<file path="src/rtl/dmem_ctrl.sv">
// dmem_ctrl: sequences CPU loads/stores onto a single-port, word-wide
// synchronous data memory. Byte stores are done as read-modify-write
// because the memory has no byte enables.
//
// Handshake: the CPU raises req with we/lb/addr/wdata. The request is taken
// only while the controller is idle (busy=0). busy stays high until the
// one-cycle ready pulse, and that pulse marks completion. rdata is valid
// from ready and is held until the next load completes.
module dmem_ctrl #(
    parameter int ADDR_W = 10
) (
    input  logic              clk,
    input  logic              rst,
    input  logic              req,
    input  logic              we,
    input  logic              lb,
    input  logic [ADDR_W-1:0] addr,
    input  logic [31:0]       wdata,
    output logic [31:0]       rdata,
    output logic              ready,
    output logic              busy,
    output logic [ADDR_W-3:0] mem_addr,
    output logic [31:0]       mem_din,
    input  logic [31:0]       mem_dout,
    output logic              mem_we
);

    typedef enum logic [2:0] {
        IDLE = 3'd0,
        RD   = 3'd1,
        CAP  = 3'd2,
        WR   = 3'd3,
        DONE = 3'd4
    } state_t;

    state_t            state;
    logic [ADDR_W-1:0] addr_q;
    logic [7:0]        wdata_q;   // only the byte-store data needs holding
    logic              we_q;
    logic              lb_q;

    logic [7:0]        lane_byte;
    logic [31:0]       merged;

    // Strobes are decoded from state so that reset removes them at once.
    assign ready    = (state == DONE);
    assign busy     = (state != IDLE);
    assign mem_we   = (state == WR);
    assign mem_addr = addr_q[ADDR_W-1:2];

    // Select the addressed byte lane and build the merged sb write word.
    always_comb begin
        lane_byte = mem_dout[7:0];
        merged    = mem_dout;
        case (addr_q[1:0])
            2'd0: begin lane_byte = mem_dout[7:0];   merged[7:0]   = wdata_q; end
            2'd1: begin lane_byte = mem_dout[15:8];  merged[15:8]  = wdata_q; end
            2'd2: begin lane_byte = mem_dout[23:16]; merged[23:16] = wdata_q; end
            default: begin lane_byte = mem_dout[31:24]; merged[31:24] = wdata_q; end
        endcase
    end

    // Main sequencer: request latch, read capture, write data and state.
    always_ff @(posedge clk or posedge rst) begin
        if (rst) begin
            state   <= IDLE;
            addr_q  <= '0;
            wdata_q <= '0;
            we_q    <= 1'b0;
            lb_q    <= 1'b0;
            rdata   <= '0;
            mem_din <= '0;
        end else begin
            case (state)
                IDLE: begin
                    if (req) begin
                        addr_q  <= addr;
                        wdata_q <= wdata[7:0];
                        we_q    <= we;
                        lb_q    <= lb;
                        if (we && !lb) begin
                            mem_din <= wdata;
                            state   <= WR;
                        end else begin
                            state   <= RD;
                        end
                    end
                end
                RD: state <= CAP;
                CAP: begin
                    if (we_q) begin
                        mem_din <= merged;
                        state   <= WR;
                    end else begin
                        if (lb_q) rdata <= {{24{lane_byte[7]}}, lane_byte};
                        else      rdata <= mem_dout;
                        state <= DONE;
                    end
                end
                WR:      state <= DONE;
                DONE:    state <= IDLE;
                default: state <= IDLE;
            endcase
        end
    end

endmodule

</file>
<file path="config.mk">
export PLATFORM = sky130hd
export DESIGN_NAME = dmem_ctrl
export DESIGN_NICKNAME = d
export VERILOG_FILES = /design/src/rtl/dmem_ctrl.sv
export SDC_FILE = /design/constraint.sdc
export NUM_CORES = 1
export LEC_CHECK = 0
export ABC_AREA = 1
export CORE_MARGIN = 2
export CORE_UTILIZATION = 25
export DETAILED_ROUTE_END_ITERATION = 12
export PLACE_DENSITY_LB_ADDON = 0.12
export SLEW_MARGIN = 25
export SYNTH_ARGS = -nofsm -noshare
export SYNTH_HDL_FRONTEND = slang
export SYNTH_SLANG_ARGS = --single-unit
</file>
<file path="constraint.sdc">
create_clock -name clk -period 3.1 [get_ports clk]
set_input_delay 0.775 -clock clk [delete_from_list [all_inputs] [get_ports clk]]
set_output_delay 0.775 -clock clk [all_outputs]
set_load 0.01 [all_outputs]
</file>
# Yosys cells after proc, flatten, opt, wreduce, memory -nomap -nowiden
# Index checks and enable logic that the tools add are counted.
# classes
eq_ne	9
n_mux	14
bitwise_logic	1
n_reduce_logical	10
# ops
operator	count
$mux 32	4
$pmux 32 s2	1
$mux 8	4
$pmux 8 s3	1
$pmux 3 s4	1
$eq 3x2->1 const B	2
$mux 3	2
$ne 2x2->1 const B	3
$reduce_and 2->1	2
$reduce_and 4->1	1
$eq 3x1->1 const B	1
$eq 3x3->1 const B	1
$logic_not 3->1	1
$reduce_bool 3->1	1
$reduce_or 3->1	1
$eq 2x1->1 const B	1
$eq 2x2->1 const B	1
$logic_not 2->1	1
$mux 2	1
$reduce_bool 2->1	1
$logic_and 1x1->1	1
$logic_not 1->1	1
$not 1->1	1
# totals
regBits	87
input_bits	79

# Longest topological paths before layout
# Gate-level depths: netlist (run 1).
# logic_depth
word_depth	5
mapped_depth	9
depth_no_buf	8

# Worst setup path before layout (run 1)
# Ideal clock, no wire load.
# synth_path
path_type	input-to-reg
from	input port req
to	register mem_din[0]
setup_time_ns	0.065
t_arrival_ns	1.639
required_time_ns	3.035
slack_ns	1.396
stages	6
path_buffers	2
cell_sequence	clkbuf_1 > nor2_4 > a21oi_2 > buf_2 > nand2_1 > nand2_1
# synth_via
elab_chain_cells	2
# synth_lines
element	line	source
start: declaration	14	input logic req,
$ne 2x2->1 (no source line)	-	
$reduce_and 4->1 (no source line)	-	
end signal: assignment	82	mem_din <= wdata;
end signal: assignment	92	mem_din <= merged;
end: declaration	23	output logic [31:0] mem_din,
# No other way between the ends.
# A chain may end at the register's enable or synchronous reset.

# Worst setup path after layout (run 1)
# layout_path
from	register state[2]
to	output port mem_we
# layout_via
elab_chain_cells	1
# layout_lines
element	line	source
start: declaration	36	state_t state;
start signal: assignment	66	state <= IDLE;
start signal: assignment	83	state <= WR;
start signal: assignment	85	state <= RD;
$eq 3x2->1	48	assign mem_we = (state == WR);
end: declaration	25	output logic mem_we
# No other way between the ends.

==> results.cfg, run 1 <==
[sta]
slew_viol_final = 0
final.setup_skew_ns = 0.00434
rsz0062_at_grt = false
setup_viol = 0
finalSetupTns_ns = 0
final.min_clock_period_ns = 2.43
hold_violations = 0
min_period_over_period_pct = 78.3
tightest_slew_ns = 0.959
max-slew-margin-rel_pct = 36.0
fmax_mhz = 412
fin_ws_ns = 0.672

[die]
core_um2 = 18600
start_util_pct = 25.5
die_h_um = 142
ios = 154
rows = 50
dieArea_um2 = 20100
die_w_um = 142

[global_route]
overflow = 0
met3_usage_pct = 4.35
grt_antenna_before_repair = 0
grt_max_degree = 48
grt.busiest_layer = met2
gr-usage-met1_pct = 24.7
grt_pass1_vias = 4619
track_usage_pct = 17.5
grt_pass1_wl_um = 26500
use_met2_pct = 26.2

[drt]
drt_iter0_markers = 276
vias = 4778
drc = 0
wirelength_um = 17300
dr.pass1.iters = 5
vias_per_cell = 4.52
ant_nets = 0
drt-wirelength-per-cell_um = 16.3

[clocking]
hold_buffers = 0
cts.htree.levels = 3
worst_skew_pair.late_latency_ns = 0.35
cts_tree = done
cts_setup_buffers = 0
path_clk_slew_ns = 0.07
cts_made_buffers = 9
root_buffer = clkbuf_16
cts.repair.resized = 0
clockBufferDepth = 2
cts_num_sinks = 87

[synthesis]
synth_area_um2 = 4750
syn_avg_cell_area_um2 = 6.88
yosys.area.top_type = dfrtp_1
synthDistinctLibCells = 19
syn_inst = 690
synth.area.top_cells = dfrtp_1, nand2_1, nor2_1
ys_seq_area_share_pct = 45.8
synth_seq_cells = 87
synth_nets = 769
yosys_warnings = 0
synth_top_cell_area_share_pct = 45.8

[flow_run]
max_cap_viol_count = 0

[critical_path]
startpoint = state[2]
start_kind = flop
cp_max_fo = 5
required_ns = 2.32
path_class = reg -> out
critical_path_arrival_ns = 1.65
end_kind = primary output
worstReg2RegStart = state[2]

[power]
switching_share_pct = 41.7
intPower_mw = 3.98
combinationalPowerShare_pct = 51.9
powerDensity_nw_per_um2 = 1010
p_switching_mw = 2.85
leakage_nw = 3.30
pwr-share-seq_pct = 29.5
vdd_drop_max_v = 0.000404
p_clk_share_pct = 18.7

[status]
outcome = completed

[final_layout]
layout_common_cells = nand2_1, clkdlybuf4s50_1, nor2_1, dfrtp_1, nand3_1
final_common_cell = nand2_1
layout-area-overhead-vs-synth_pct = 42.0
final_cells = 1058
utilization_pct = 36.2
antenna_cells = 0
finish.net_count = 898
drive_gt1_share_pct = 5.58

[min_path]
hold_start = addr_q[6]
hold_path_class = reg -> reg

[placed_design]
dp_hpwl_um = 13000
placed_cells = 1042
io_buffers = 153
post-place-ws_ns = 0.613
gp_congestion = 0.885
-- synthesized netlist by cell type --
cell / n
nand2_1: 243
nor2_1: 111
dfrtp_1: 87
nand3_1: 73
a21oi_1: 51
inv_1: 48
buf_2: 19
buf_4: 13
clkbuf_1: 11
o21ai_0: 10
nand2_2: 7
inv_2: 6
a21oi_2: 3
nor2_4: 3
buf_6: 1
clkinv_1: 1
nand4_1: 1
nor2_2: 1
nor3_1: 1
-- area by class of cell --
class / instances / area, um2
Clock inverter: 7 / 120
Clock buffer: 9 / 225
Sequential cell: 87 / 2180
Inverter: 55 / 208
Multi-Input combinational cell: 504 / 2120
Tap cell: 234 / 293
Fill cell: 1985 / 11900
Timing Repair Buffer: 162 / 1600
-- logic make-up (layout without fill, tap and decap cells) --
group,after synthesis,in the layout,share of synthesized area (%)
flip-flops,87,87,45.8
buffers and inverters,99,233,9.51
AND/OR/NAND/NOR,440,440,37.7
AO/OA/AOI/OAI,64,64,6.98
-- through the flow --
| stage | hold slack, ns | power [mW] | cell area (um2) |
|---|---|---|---|
| after floorplan | 0.443 | 4.07 | 4750 |
| after global placement | 0.456 | 5.53 | 6400 |
| after detailed placement | 0.458 | 5.59 | 6400 |
| after CTS | 0.475 | 6.90 | 6740 |
| after global routing | 0.493 | 7.38 | 6740 |
| final | 0.472 | 6.83 | 6740 |
-- flip-flops by register name, indices dropped and copies added, names as in the netlist --
signal / cells
mem_din: 32
rdata: 32
addr_q: 10
wdata_q: 8
state: 3
lb_q: 1
we_q: 1
-- worst max-delay path, stage by stage, from the launching register on --
cell	delay, ns
dfrtp_1	0.38
inv_1	0.15
nand2_2	0.11
nor2_1	0.12
clkdlybuf4s50_1	0.54
-- routing by layer --
layer | up-vias | share of wire [%]
met4 | 0 | 1.8
met1 | 2200 | 47
met3 | 20 | 6.9
li1 | 2385 | -
met2 | 173 | 44
met5 | - | 0
-- worst paths after layout --
kind | endpoint | slack (ns) | cells past startpoint
max | mem_we | 0.67 | 4
min reg2reg | addr_q[6] | 0.47 | 2
max in group asynchronous | rdata[19] | 1.77 | 3
min in group asynchronous | mem_din[30] | 0.88 | 3
min | addr_q[6] | 0.47 | 2
max reg2reg | mem_din[18] | 0.99 | 9
-- power by group through the flow --
stage          combinational (mW)  clock (mW)  sequential, mW
2_1_floorplan                1.93           0            2.14
3_3_place_gp                 3.49           0            2.04
3_5_place_dp                 3.56           0            2.03
4_1_cts                      3.58        1.31            2.02
5_1_grt                      3.94        1.36            2.08
6_report                     3.54        1.28            2.01
(Power assumes the default switching activity.)
==> run 2: changes to the inputs <==
Clock period 3.1 ns to 2.2 ns, I/O delays scaled along.
==> run 2 against run 1 <==
  * Cell count up 0.95%
  * Flip-flop and latch count stayed put
  * Via count is 1.7% higher
  * Setup slack got worse by 0.60 ns
  * Critical path depth shrank 1
  * Critical path type unchanged
  * Worst hold slack better by 0.0013 ns
  * Wire length up 1.8%
  * Clock power up 48%
==> results.cfg, run 2 (synthesis gave the netlist of run 1 again) <==
[status]
outcome = completed

[global_route]
overflow = 0
grt_max_degree = 41
track_usage_pct = 17.6
grt_pass1_vias = 4783
grt_pass1_wl_um = 26900
grt_antenna_before_repair = 0

[drt]
vias = 4858
dr.pass1.iters = 5
ant_nets = 0
vias_per_cell = 4.55
wirelength_um = 17600
drt-wirelength-per-cell_um = 16.5
drc = 0
drt_iter0_markers = 223

[sta]
finalSetupTns_ns = 0
max-slew-margin-rel_pct = 36.1
final.min_clock_period_ns = 2.13
final.setup_skew_ns = 0.00602
rsz0062_at_grt = false
setup_viol = 0
hold_violations = 0
slew_viol_final = 0
tightest_slew_ns = 0.957
min_period_over_period_pct = 96.7
fmax_mhz = 470

[power]
vdd_drop_max_v = 0.000514
power_mw = 9.84
leakage_nw = 3.37
powerDensity_nw_per_um2 = 1430

[final_layout]
num-fill-cells = 1994
layout-area-overhead-vs-synth_pct = 44.5
antenna_cells = 0
stdcell_area_um2 = 6860
final_cells = 1068
finish.net_count = 908
final_common_cell = nand2_1
layout_common_cells = nand2_1, clkdlybuf4s50_1, nor2_1, dfrtp_1, nand3_1
drive_gt1_share_pct = 6.71
top_regs = mem_din x32, rdata x32, addr_q x10

[die]
dieArea_um2 = 20100
rows = 50
die_h_um = 142
core_um2 = 18600
ios = 154
start_util_pct = 25.5
die_w_um = 142

[placed_design]
placed_cells = 1052
io_buffers = 153
dp_hpwl_um = 13400
gp_congestion = 0.860
placed_cell_area_um2 = 6500

[critical_path]
path_class = reg -> out
cp_max_fo = 4
start_kind = flop
end_kind = primary output
required_ns = 1.65
critical_path_arrival_ns = 1.58

[clocking]
cts.htree.levels = 3
root_buffer = clkbuf_16
cts_tree = done
hold_buffers = 0
cts_num_sinks = 87
clockBufferDepth = 2
path_clk_slew_ns = 0.06
worst_skew_pair.late_latency_ns = 0.36
cts_setup_buffers = 0
cts_made_buffers = 9

[flow_run]
max_cap_viol_count = 0

[min_path]
hold_path_class = in -> async
-- run 2: worst paths after layout --
check / startpoint / slack [ns] / end / depth (start not counted)
max: state[0] / 0.07 / busy / 3
min: rst / 0.47 / rdata[5] / 2
max reg2reg: state[1] / 0.42 / mem_din[18] / 7
min reg2reg: addr_q[4] / 0.48 / addr_q[4] / 2
max in group asynchronous: rst / 1.22 / mem_din[8] / 3
min in group clk: addr_q[4] / 0.48 / addr_q[4] / 2
-- run 2: area by class of cell --
cell class / count / area (um2) / share of cell area [%]
Clock buffer: 10 / 229 / 3.34
Timing Repair Buffer: 172 / 1700 / 24.8
Sequential cell: 87 / 2180 / 31.7
Multi-Input combinational cell: 504 / 2120 / 30.9
Clock inverter: 6 / 133 / 1.93
Tap cell: 234 / 293 / 4.27
Inverter: 55 / 210 / 3.06
-- run 2: routing by layer --
metal / track usage [%] / part of all wire [%]
met1: 24.5 / 47
met2: 27.3 / 45
met3: 4.79 / 6.8
met4: 4.00 / 0.95
met5: 0 / 0
-- run 2: what timing repair did --
action | in CTS | in global routing
gates resized for setup | 1 | 1
pin swaps | 0 | 0
endpoints found under the setup margin | 1 | 1
-- run 2: critical path, cell delays in order, from the launching register on --
cell and delay (ns):
dfrtp_1 0.45, nor2_2 0.17, nand2_2 0.11, clkdlybuf4s50_1 0.49
-- run 2: report_power, final --
group | internal (mW) | switching, mW | total, mW
combinational | 2.20 | 2.85 | 5.05
sequential | 2.37 | 0.524 | 2.90
clock | 1.22 | 0.671 | 1.89
total | 5.80 | 4.04 | 9.84
-- run 2: per-stage QoR --
step	util [%]	hold slack, ns	worst slack, ns
floorplan	-	0.443	0.642
global placement	34.9	0.466	0.131
detailed placement	34.9	0.465	0.0943
CTS	36.8	0.471	0.00356
global route	36.8	0.478	0.00130
finish	36.8	0.473	0.0736
